[src/rtl/spi_responder.sv]
// rtl/spi_responder.sv - SPI mode-0 responder bridging byte commands onto an 8-bit register file
module spi_responder #(
  parameter int SYNC_STAGES = 2
) (
  input  logic       clk,
  input  logic       rst,
  input  logic       sclk_i,
  input  logic       cs_n_i,
  input  logic       mosi_i,
  output logic       miso_o,
  output logic       miso_oe_o,
  output logic [7:0] reg_addr_o,
  output logic [7:0] reg_wdata_o,
  output logic       reg_we_o,
  output logic       reg_re_o,
  input  logic [7:0] reg_rdata_i,
  output logic       busy_o,
  output logic       cmd_err_o
);

  localparam logic [7:0] CMD_WRITE = 8'h0A;
  localparam logic [7:0] CMD_READ  = 8'h0B;

  typedef enum logic [2:0] {IDLE, CMD, ADDR, WDATA, RDATA, IGNORE} state_t;
  state_t state, state_next;

  logic [SYNC_STAGES-1:0] sclk_sync, cs_sync, mosi_sync;
  logic       sclk_prev, cs_prev;
  logic       sclk_s, cs_s, mosi_s;
  logic       sclk_rise, sclk_fall, cs_fall;
  logic [2:0] bit_cnt;
  logic [6:0] rx_shift;
  logic [7:0] rx_byte, tx_shift;
  logic       is_read, re_next, miso_q;
  logic       shifting, byte_done;
  logic       cmd_done, cmd_bad, addr_done, wdata_done, rdata_done;

  always_ff @(posedge clk or negedge rst) begin
    if (!rst) begin
      sclk_sync <= '0;
      cs_sync   <= '0;
      mosi_sync <= '0;
      sclk_prev <= 1'b0;
      cs_prev   <= 1'b0;
    end else begin
      sclk_sync <= {sclk_sync[SYNC_STAGES-2:0], sclk_i};
      cs_sync   <= {cs_sync[SYNC_STAGES-2:0], cs_n_i};
      mosi_sync <= {mosi_sync[SYNC_STAGES-2:0], mosi_i};
      sclk_prev <= sclk_sync[SYNC_STAGES-1];
      cs_prev   <= cs_sync[SYNC_STAGES-1];
    end
  end

  // cs sync resets low, so a cs_n held low across reset release never looks like a fall
  assign sclk_s    = sclk_sync[SYNC_STAGES-1];
  assign cs_s      = cs_sync[SYNC_STAGES-1];
  assign mosi_s    = mosi_sync[SYNC_STAGES-1];
  assign sclk_rise = sclk_s & ~sclk_prev;
  assign sclk_fall = ~sclk_s & sclk_prev;
  assign cs_fall   = ~cs_s & cs_prev;

  assign shifting   = (state inside {CMD, ADDR, WDATA, RDATA}) && !cs_s;
  assign byte_done  = shifting && sclk_rise && (bit_cnt == 3'd7);
  assign rx_byte    = {rx_shift, mosi_s};
  assign cmd_done   = byte_done && (state == CMD);
  assign cmd_bad    = cmd_done && (rx_byte != CMD_WRITE) && (rx_byte != CMD_READ);
  assign addr_done  = byte_done && (state == ADDR);
  assign wdata_done = byte_done && (state == WDATA);
  assign rdata_done = byte_done && (state == RDATA);

  always_ff @(posedge clk or negedge rst) begin
    if (!rst) state <= IDLE;
    else      state <= state_next;
  end

  always_comb begin
    state_next = state;
    case (state)
      IDLE:    if (cs_fall) state_next = CMD;
      CMD:     if (byte_done) state_next = cmd_bad ? IGNORE : ADDR;
      ADDR:    if (byte_done) state_next = is_read ? RDATA : WDATA;
      default: state_next = state;
    endcase
    // a deselected bus always wins, including over a byte finishing this cycle
    if (state != IDLE && cs_s) state_next = IDLE;
  end

  always_ff @(posedge clk or negedge rst) begin
    if (!rst) begin
      bit_cnt     <= 3'd0;
      rx_shift    <= 7'd0;
      tx_shift    <= 8'd0;
      is_read     <= 1'b0;
      re_next     <= 1'b0;
      miso_q      <= 1'b0;
      reg_addr_o  <= 8'h00;
      reg_wdata_o <= 8'h00;
      reg_we_o    <= 1'b0;
      reg_re_o    <= 1'b0;
      cmd_err_o   <= 1'b0;
    end else begin
      cmd_err_o <= cmd_bad;
      reg_we_o  <= wdata_done;
      reg_re_o  <= (addr_done && is_read) || (re_next && !cs_s);
      re_next   <= rdata_done;

      if (state == IDLE) begin
        bit_cnt  <= 3'd0;
        rx_shift <= 7'd0;
      end else if (shifting && sclk_rise) begin
        bit_cnt  <= bit_cnt + 3'd1;
        rx_shift <= rx_byte[6:0];
      end

      if (cmd_done) is_read <= (rx_byte == CMD_READ);
      if (wdata_done) reg_wdata_o <= rx_byte;

      // the write address advances the cycle after its strobe; reads advance before prefetch
      if (addr_done) reg_addr_o <= rx_byte;
      else if (reg_we_o || rdata_done) reg_addr_o <= reg_addr_o + 8'd1;

      if (reg_re_o) begin
        tx_shift <= reg_rdata_i;
      end else if (state == RDATA && shifting && sclk_fall) begin
        miso_q   <= tx_shift[7];
        tx_shift <= {tx_shift[6:0], 1'b0};
      end

      if (state != RDATA) miso_q <= 1'b0;
    end
  end

  assign busy_o    = (state != IDLE);
  assign miso_oe_o = (state == RDATA) && !cs_s;
  assign miso_o    = miso_oe_o & miso_q;

endmodule
[config.mk]
export PLATFORM = sky130hd
export DESIGN_NAME = spi_responder
export DESIGN_NICKNAME = d
export VERILOG_FILES = /design/src/rtl/spi_responder.sv
export SDC_FILE = /design/constraint.sdc
export NUM_CORES = 1
export LEC_CHECK = 0
export BUFFER_PORTS_ARGS = -buffer_cell sky130_fd_sc_hd__buf_2
export CAP_MARGIN = 30
export CORE_ASPECT_RATIO = 1.5
export CORE_UTILIZATION = 30
export CTS_CLUSTER_DIAMETER = 150
export CTS_CLUSTER_SIZE = 10
export DETAILED_ROUTE_END_ITERATION = 8
export SLEW_MARGIN = 0
export SYNTH_ARGS = -nofsm -noshare
export SYNTH_HDL_FRONTEND = slang
export SYNTH_SLANG_ARGS = --single-unit
[constraint.sdc]
create_clock -name clk -period 2.4 [get_ports clk]
set_clock_uncertainty 0.15 [all_clocks]
set_input_delay 0.36 -clock clk [delete_from_list [all_inputs] [get_ports clk]]
set_output_delay 0.36 -clock clk [all_outputs]
set_load 0.1 [all_outputs]
==> impl_metrics.yaml, run 1 <==
grt:
  grtUsageMet3_pct: 2.588
  grt_start_max_net_pins: 36
  grtUsageMet1_pct: 13.82
  antenna_found_initial: 0
  gr-total-overflow: 0
  grt_use_met2_pct: 21.16
  grt.busiest_layer: "met2"
  grt_pass1_wl_um: 7362
  grt_pass1_vias: 1570
  grt_util_all_layers_pct: 12.03
timing:
  setup-violations-final: 0
  final.setup.worst_slack_ns: 0.1426
  period_share_pct: 94.06
  rsz0062_at_grt: "no"
  max-slew-margin-rel_pct: 49.35
  timing.fmax_ghz: 0.4430
  min_period_ns: 2.257
  whs_ns: -0.02989
  worst_slew_pin_slew_ns: 0.7597
  hold_violations: 33
  tns_ns: 0
  slew_viol_final: 0
setup_path:
  startpoint_type: "flip-flop"
  crit_type: "reg2out"
  crit_start: "state[2]"
  r2r-end: "reg_wdata_o[2]"
  critPathArrivalTime_ns: 1.75
  cp-end-kind: "primary output"
  crit_path_end: "miso_o"
  rr_startpoint: "bit_cnt[0]"
  reg2regPathDepth: 6
  slowest_delay_ns: 0.54
  critical_path_peak_fanout: 10
  rrSetupSlack_ns: 0.33
  worstPathRequired_ns: 1.89
  path_cells: "nor4b_4, and2_4, buf_2"
  cp_slowest_cell: "dfrtp_1"
detailed_routing:
  drt-wirelength-per-cell_um: 12.58
  vias_per_cell: 4.539
  drtIter0Drc: 45
  drtAntennaViolNets: 0
  drcViolationCount: 0
  drt-total-wl_um: 4315
  firstDrtPassIters: 4
  route.vias.total: 1557
clock_tree:
  post_cts_resized: 0
  clockBufferDepth: 2
  numCtsBuffers: 5
  clk_latency_ns: 0.30
  cts_setup_buffers: 0
  clock-sinks: 51
  ctsRootBufferMaster: "clkbuf_8"
  cts_tree: "yes"
  ctsHtreeMaxLevel: 2
  clk_pin_slew_worst_paths_ns: 0.09
cells_and_area:
  design_area_mm2: 0.002728
  areaGrowthSynthToFinish_pct: 19.78
  final_common_cell: "dfrtp_1"
  final_layout_size_suffix_gt1_share_pct: 28.40
  final_cell_mix: "dfrtp_1, nand2_1, buf_2"
  nNetsFinal: 258
  diodes: 0
power_and_ir_drop:
  leakage_nw: 1.338
  powerDensity_mw_per_mm2: 718.6
  ir_drop_mv: 0.4202
place:
  dpl_cell_area_mm2: 0.002581
  gp_congestion: 0.8004
  pre_cts_ws_ns: 0.3105
  port-buffer-count: 34
  dp_hpwl_um: 3197
yosys:
  synth_top_cell_area_share_pct: 56.04
  ys_ff_latch: 51
  synth_top_flop_cell: "dfrtp_1"
  yosysSeqAreaShare_pct: 56.04
  synthArstFlopShare_pct: 100.0
  synth.distinct_cells: 37
  synth.area.top_cells: "dfrtp_1, nand2_1, mux2i_1"
  syn-num-nets: 218
  syn_area_mm2: 0.002277
  yosysWarnings: 0
  netlist_instances: 202
  yosys.area.top_type: "dfrtp_1"
  synth_edf_count: 0
  synth_area_per_cell_um2: 11.27
die:
  die_h_um: 108.7
  core_mm2: 0.007274
  num_io_pins: 35
  start_util_pct: 31.30
  die_w_um: 73.14
  fp.dieArea_mm2: 0.007950
  std_cell_rows: 38
status:
  outcome: "complete, but fails checks"
  violations: "negative hold slack"
hold_path:
  worstHoldPathType: "in2async"
job:
  max-cap-violations: 0
-- cells in the mapped netlist, types with 2 or more instances --
| library cell | count |
|---|---|
| mux2_2 | 8 |
| and2_1 | 3 |
| o21ai_0 | 13 |
| and3_1 | 3 |
| ha_1 | 3 |
| dfrtp_1 | 51 |
| nand3_1 | 12 |
| o21ai_2 | 2 |
| and4_1 | 2 |
| nor2b_1 | 2 |
| o21ai_1 | 6 |
| nor2_1 | 5 |
| clkbuf_1 | 3 |
| a211oi_1 | 3 |
| mux2i_1 | 9 |
| inv_1 | 2 |
| nand2_1 | 38 |
| buf_6 | 3 |
| nand4_1 | 4 |
| buf_2 | 5 |
| nor4_1 | 2 |
| xnor2_1 | 2 |
| xor2_1 | 5 |
| mux2_1 | 3 |
-- kinds of logic (layout without fill, tap and decap cells) --
family	after synthesis	after routing	synth area share (%)
muxes	20	20	9.396
adders and majority gates	3	3	1.649
xor gates and xnor gates	7	7	2.692
and+or+nand+nor	80	80	18.96
DFF	51	51	56.04
buffers and inverters	13	54	3.406
AOI/OAI and AO/OA	28	28	7.857
-- final cells by class --
type	count	area (µm²)
clock buffers	5	68.82
clock inverters	3	67.56
fillers	716	4547
inverters	2	7.507
multi-input cells	138	934.6
flip-flops and latches	51	1276
well taps	100	125.1
repair buffers	44	247.7
-- registers in the layout, summed over array words and instances (netlist names) --
register,cells
cs_prev,1
bit_cnt,3
re_next,1
is_read,1
state,3
sclk_sync,2
reg_addr_o,8
reg_we_o,1
cs_sync,2
reg_re_o,1
cmd_err_o,1
mosi_sync,2
tx_shift,8
miso_q,1
reg_wdata_o,8
rx_shift,7
sclk_prev,1
-- critical path, delay by kind of cell, from the launching register on --
family	cells	cell delay, ns
DFF	1	0.54
and+or+nand+nor	2	0.50
buffers and inverters	1	0.41
-- layer usage --
layer	vias to the layer above	part of all wire, %
met1	739	45
met2	27	50
met3	8	3.4
met4	0	2.4
li1	783	-
met5	-	0
-- report_power, final --
group	switching [mW]	internal (mW)	leakage, nW
Sequential	0.0662	0.898	0.648
Clock	0.282	0.416	0.0644
Combinational	0.199	0.0997	0.626
-- worst min-delay path by stage --
stage,end,slack [ns],cells past startpoint
4_1_cts,reg_addr_o[4],0.0005,1
6_report,reg_addr_o[4],-0.03,1
3_3_place_gp,sclk_sync[1],0.18,0
2_1_floorplan,bit_cnt[0],-0.09,0
5_1_grt,sclk_sync[0],0.0005,1
3_5_place_dp,sclk_sync[1],0.19,0
-- timing repair --
item | in CTS | in global routing
hold buffers | 1 | 0
endpoints found under the setup margin | 0 | 0
endpoints found under the hold margin | 1 | 0
-- metrics by stage --
stage	hold slack, ns	total power, mW	cells	util [%]
2_1_floorplan	-0.08559	1.184	202	-
3_3_place_gp	0.1814	1.277	334	35.48
3_5_place_dp	0.1862	1.279	334	35.48
4_1_cts	0.0005062	1.989	343	37.50
5_1_grt	0.0004713	2.044	343	37.50
6_report	-0.02989	1.960	343	37.50
No activity file was read; power rests on OpenSTA's default activity.
==> inputs of run 2 (changes only) <==
--- a/config.mk
+++ b/config.mk
@@ -6,12 +6,12 @@
 export NUM_CORES = 1
 export LEC_CHECK = 0
 export BUFFER_PORTS_ARGS = -buffer_cell sky130_fd_sc_hd__buf_2
-export CAP_MARGIN = 30
 export CORE_ASPECT_RATIO = 1.5
 export CORE_UTILIZATION = 30
 export CTS_CLUSTER_DIAMETER = 150
 export CTS_CLUSTER_SIZE = 10
 export DETAILED_ROUTE_END_ITERATION = 8
+export HOLD_SLACK_MARGIN = 0.05
 export SLEW_MARGIN = 0
 export SYNTH_ARGS = -nofsm -noshare
 export SYNTH_HDL_FRONTEND = slang
==> run 2 against run 1 <==
The run now ends clean. Global-route usage is 0.058 points higher. Clock-buffer cell count unchanged. Critical path depth unchanged. Die area is the same. Setup slack is essentially flat. Worst hold slack improved by 0.14 ns. Critical endpoint unchanged. Largest cell class unchanged. Largest power group unchanged.
==> impl_metrics.yaml, run 2 (synthesis gave the netlist of run 1 again) <==
timing:
  setup-violations-final: 0
  hold_violations: 0
  slew_viol_final: 0
  timing.fmax_ghz: 0.4430
  min_period_ns: 2.257
  final.setup.worst_slack_ns: 0.1428
  rsz0062_at_grt: "no"
  max-slew-margin-rel_pct: 49.09
  period_share_pct: 94.05
  worst_slew_pin_slew_ns: 0.7636
cells_and_area:
  diodes: 0
  areaGrowthSynthToFinish_pct: 21.10
  nNetsFinal: 261
  final_cell_mix: "dfrtp_1, nand2_1, buf_2"
  final_common_cell: "dfrtp_1"
  final_layout_size_suffix_gt1_share_pct: 28.05
  fin_cells: 346
  reg_top3: "reg_addr_o (8), reg_wdata_o (8), tx_shift (8)"
hold_path:
  min_from: "reg_rdata_i[6]"
  worstHoldPathType: "in2reg"
clock_tree:
  clock-sinks: 51
  numCtsBuffers: 5
  ctsRootBufferMaster: "clkbuf_8"
  cts_tree: "yes"
  cts_setup_buffers: 0
  clk_latency_ns: 0.30
  clk_pin_slew_worst_paths_ns: 0.09
  clockBufferDepth: 2
  ctsHtreeMaxLevel: 2
job:
  max-cap-violations: 0
setup_path:
  cp_num_cells: 3
  cp_slowest_cell: "dfrtp_1"
  critPathArrivalTime_ns: 1.75
  crit_buf_inv: 1
  path_cells: "nor4b_4, and2_4, buf_2"
  crit_type: "reg2out"
  slowest_delay_ns: 0.54
  cpLargestDelayFamily: "flip-flops"
  r2r-end: "reg_wdata_o[2]"
  crit_start: "state[2]"
  critical_path_peak_fanout: 10
  crit_path_end: "miso_o"
  reg2regPathDepth: 6
  rrSetupSlack_ns: 0.33
  worstPathRequired_ns: 1.89
  startpoint_type: "flip-flop"
  cp-end-kind: "primary output"
  rr_startpoint: "bit_cnt[0]"
die:
  fp.dieArea_mm2: 0.007950
  core_mm2: 0.007274
  die_w_um: 73.14
  die_h_um: 108.7
  start_util_pct: 31.30
  num_io_pins: 35
  std_cell_rows: 38
detailed_routing:
  firstDrtPassIters: 4
  drcViolationCount: 0
  drtIter0Drc: 47
  vias_per_cell: 4.535
  drtAntennaViolNets: 0
  drt-wirelength-per-cell_um: 12.53
  drt-total-wl_um: 4335
  route.vias.total: 1569
power_and_ir_drop:
  internal_power_mw: 1.416
  combinationalPowerShare_pct: 15.4
  clkPwrFrac_pct: 35.5
  leakage_nw: 1.350
  sw_frac_of_total_pct: 27.87
  powerDensity_mw_per_mm2: 711.9
  ir_drop_mv: 0.4202
  p_sw_uw: 547.2
  p_seq_share_pct: 49.1
grt:
  grt_pass1_wl_um: 7403
  grt_util_all_layers_pct: 12.09
  grt_pass1_vias: 1579
  grt_start_max_net_pins: 36
  antenna_found_initial: 0
  gr-total-overflow: 0
place:
  pre_cts_ws_ns: 0.3105
  placedCellCount: 334
  dp_hpwl_um: 3197
  gp_congestion: 0.8004
  port-buffer-count: 34
status:
  outcome: "complete, no violations"
==> run 2: repair_timing <==
item,4_1_cts,5_1_grt
hold buffers,4,0
endpoints found under the setup margin,0,0
endpoints found under the hold margin,36,0
resized for setup,0,0
==> run 2: worst min path at each step <==
stage          slack [ns]            to  depth (start not counted)
2_1_floorplan       -0.09    bit_cnt[0]                          0
3_5_place_dp         0.19  sclk_sync[1]                          0
3_3_place_gp         0.18  sclk_sync[1]                          0
5_1_grt              0.12   tx_shift[6]                          3
4_1_cts              0.11   tx_shift[6]                          3
6_report             0.11   tx_shift[6]                          3
==> run 2: power by group through the flow <==
stage	combinational (mW)	sequential [mW]	clock, mW
after global routing	0.330	0.970	0.748
after floorplan	0.224	0.960	0
after detailed placement	0.301	0.978	0
final	0.302	0.964	0.698
after global placement	0.298	0.979	0
after CTS	0.306	0.962	0.725
==> run 2: final cells by class <==
| type | count | area (µm²) |
|---|---|---|
| sequential | 51 | 1276 |
| inverter | 2 | 7.507 |
| fill | 718 | 4517 |
| multi-input combinational | 138 | 934.6 |
| timing repair buffer | 47 | 277.8 |
| clock inverter | 3 | 67.56 |
| clock buffer | 5 | 68.82 |
| tap | 100 | 125.1 |
==> run 2: layer usage <==
layer	GRT usage [%]	wire, µm	vias to the layer above
met3	2.588	145	8
met2	21.23	2135	27
li1	-	-	789
met5	0	0	-
met1	13.94	1952	745
met4	5.182	102	0
==> run 2: worst reg2reg max path, delay by kind of cell (launching register included) <==
family,cells,cell delay (ns)
flip-flops,1,0.38
AND/OR/NAND/NOR,3,0.71
adder cells (fa/ha/maj),2,0.35
multiplexers,1,0.39
==> run 2: through the flow <==
step           total power, mW  util (%)  setup TNS [ns]  hold WS (ns)  instance area, µm²
6_report                 1.963     37.91               0        0.1103                2758
5_1_grt                  2.048     37.91               0        0.1216                2758
4_1_cts                  1.993     37.91               0        0.1094                2758
3_5_place_dp             1.279     35.48               0        0.1862                2581
3_3_place_gp             1.277     35.48               0        0.1814                2581
2_1_floorplan            1.184         -          -1.354      -0.08559                2291
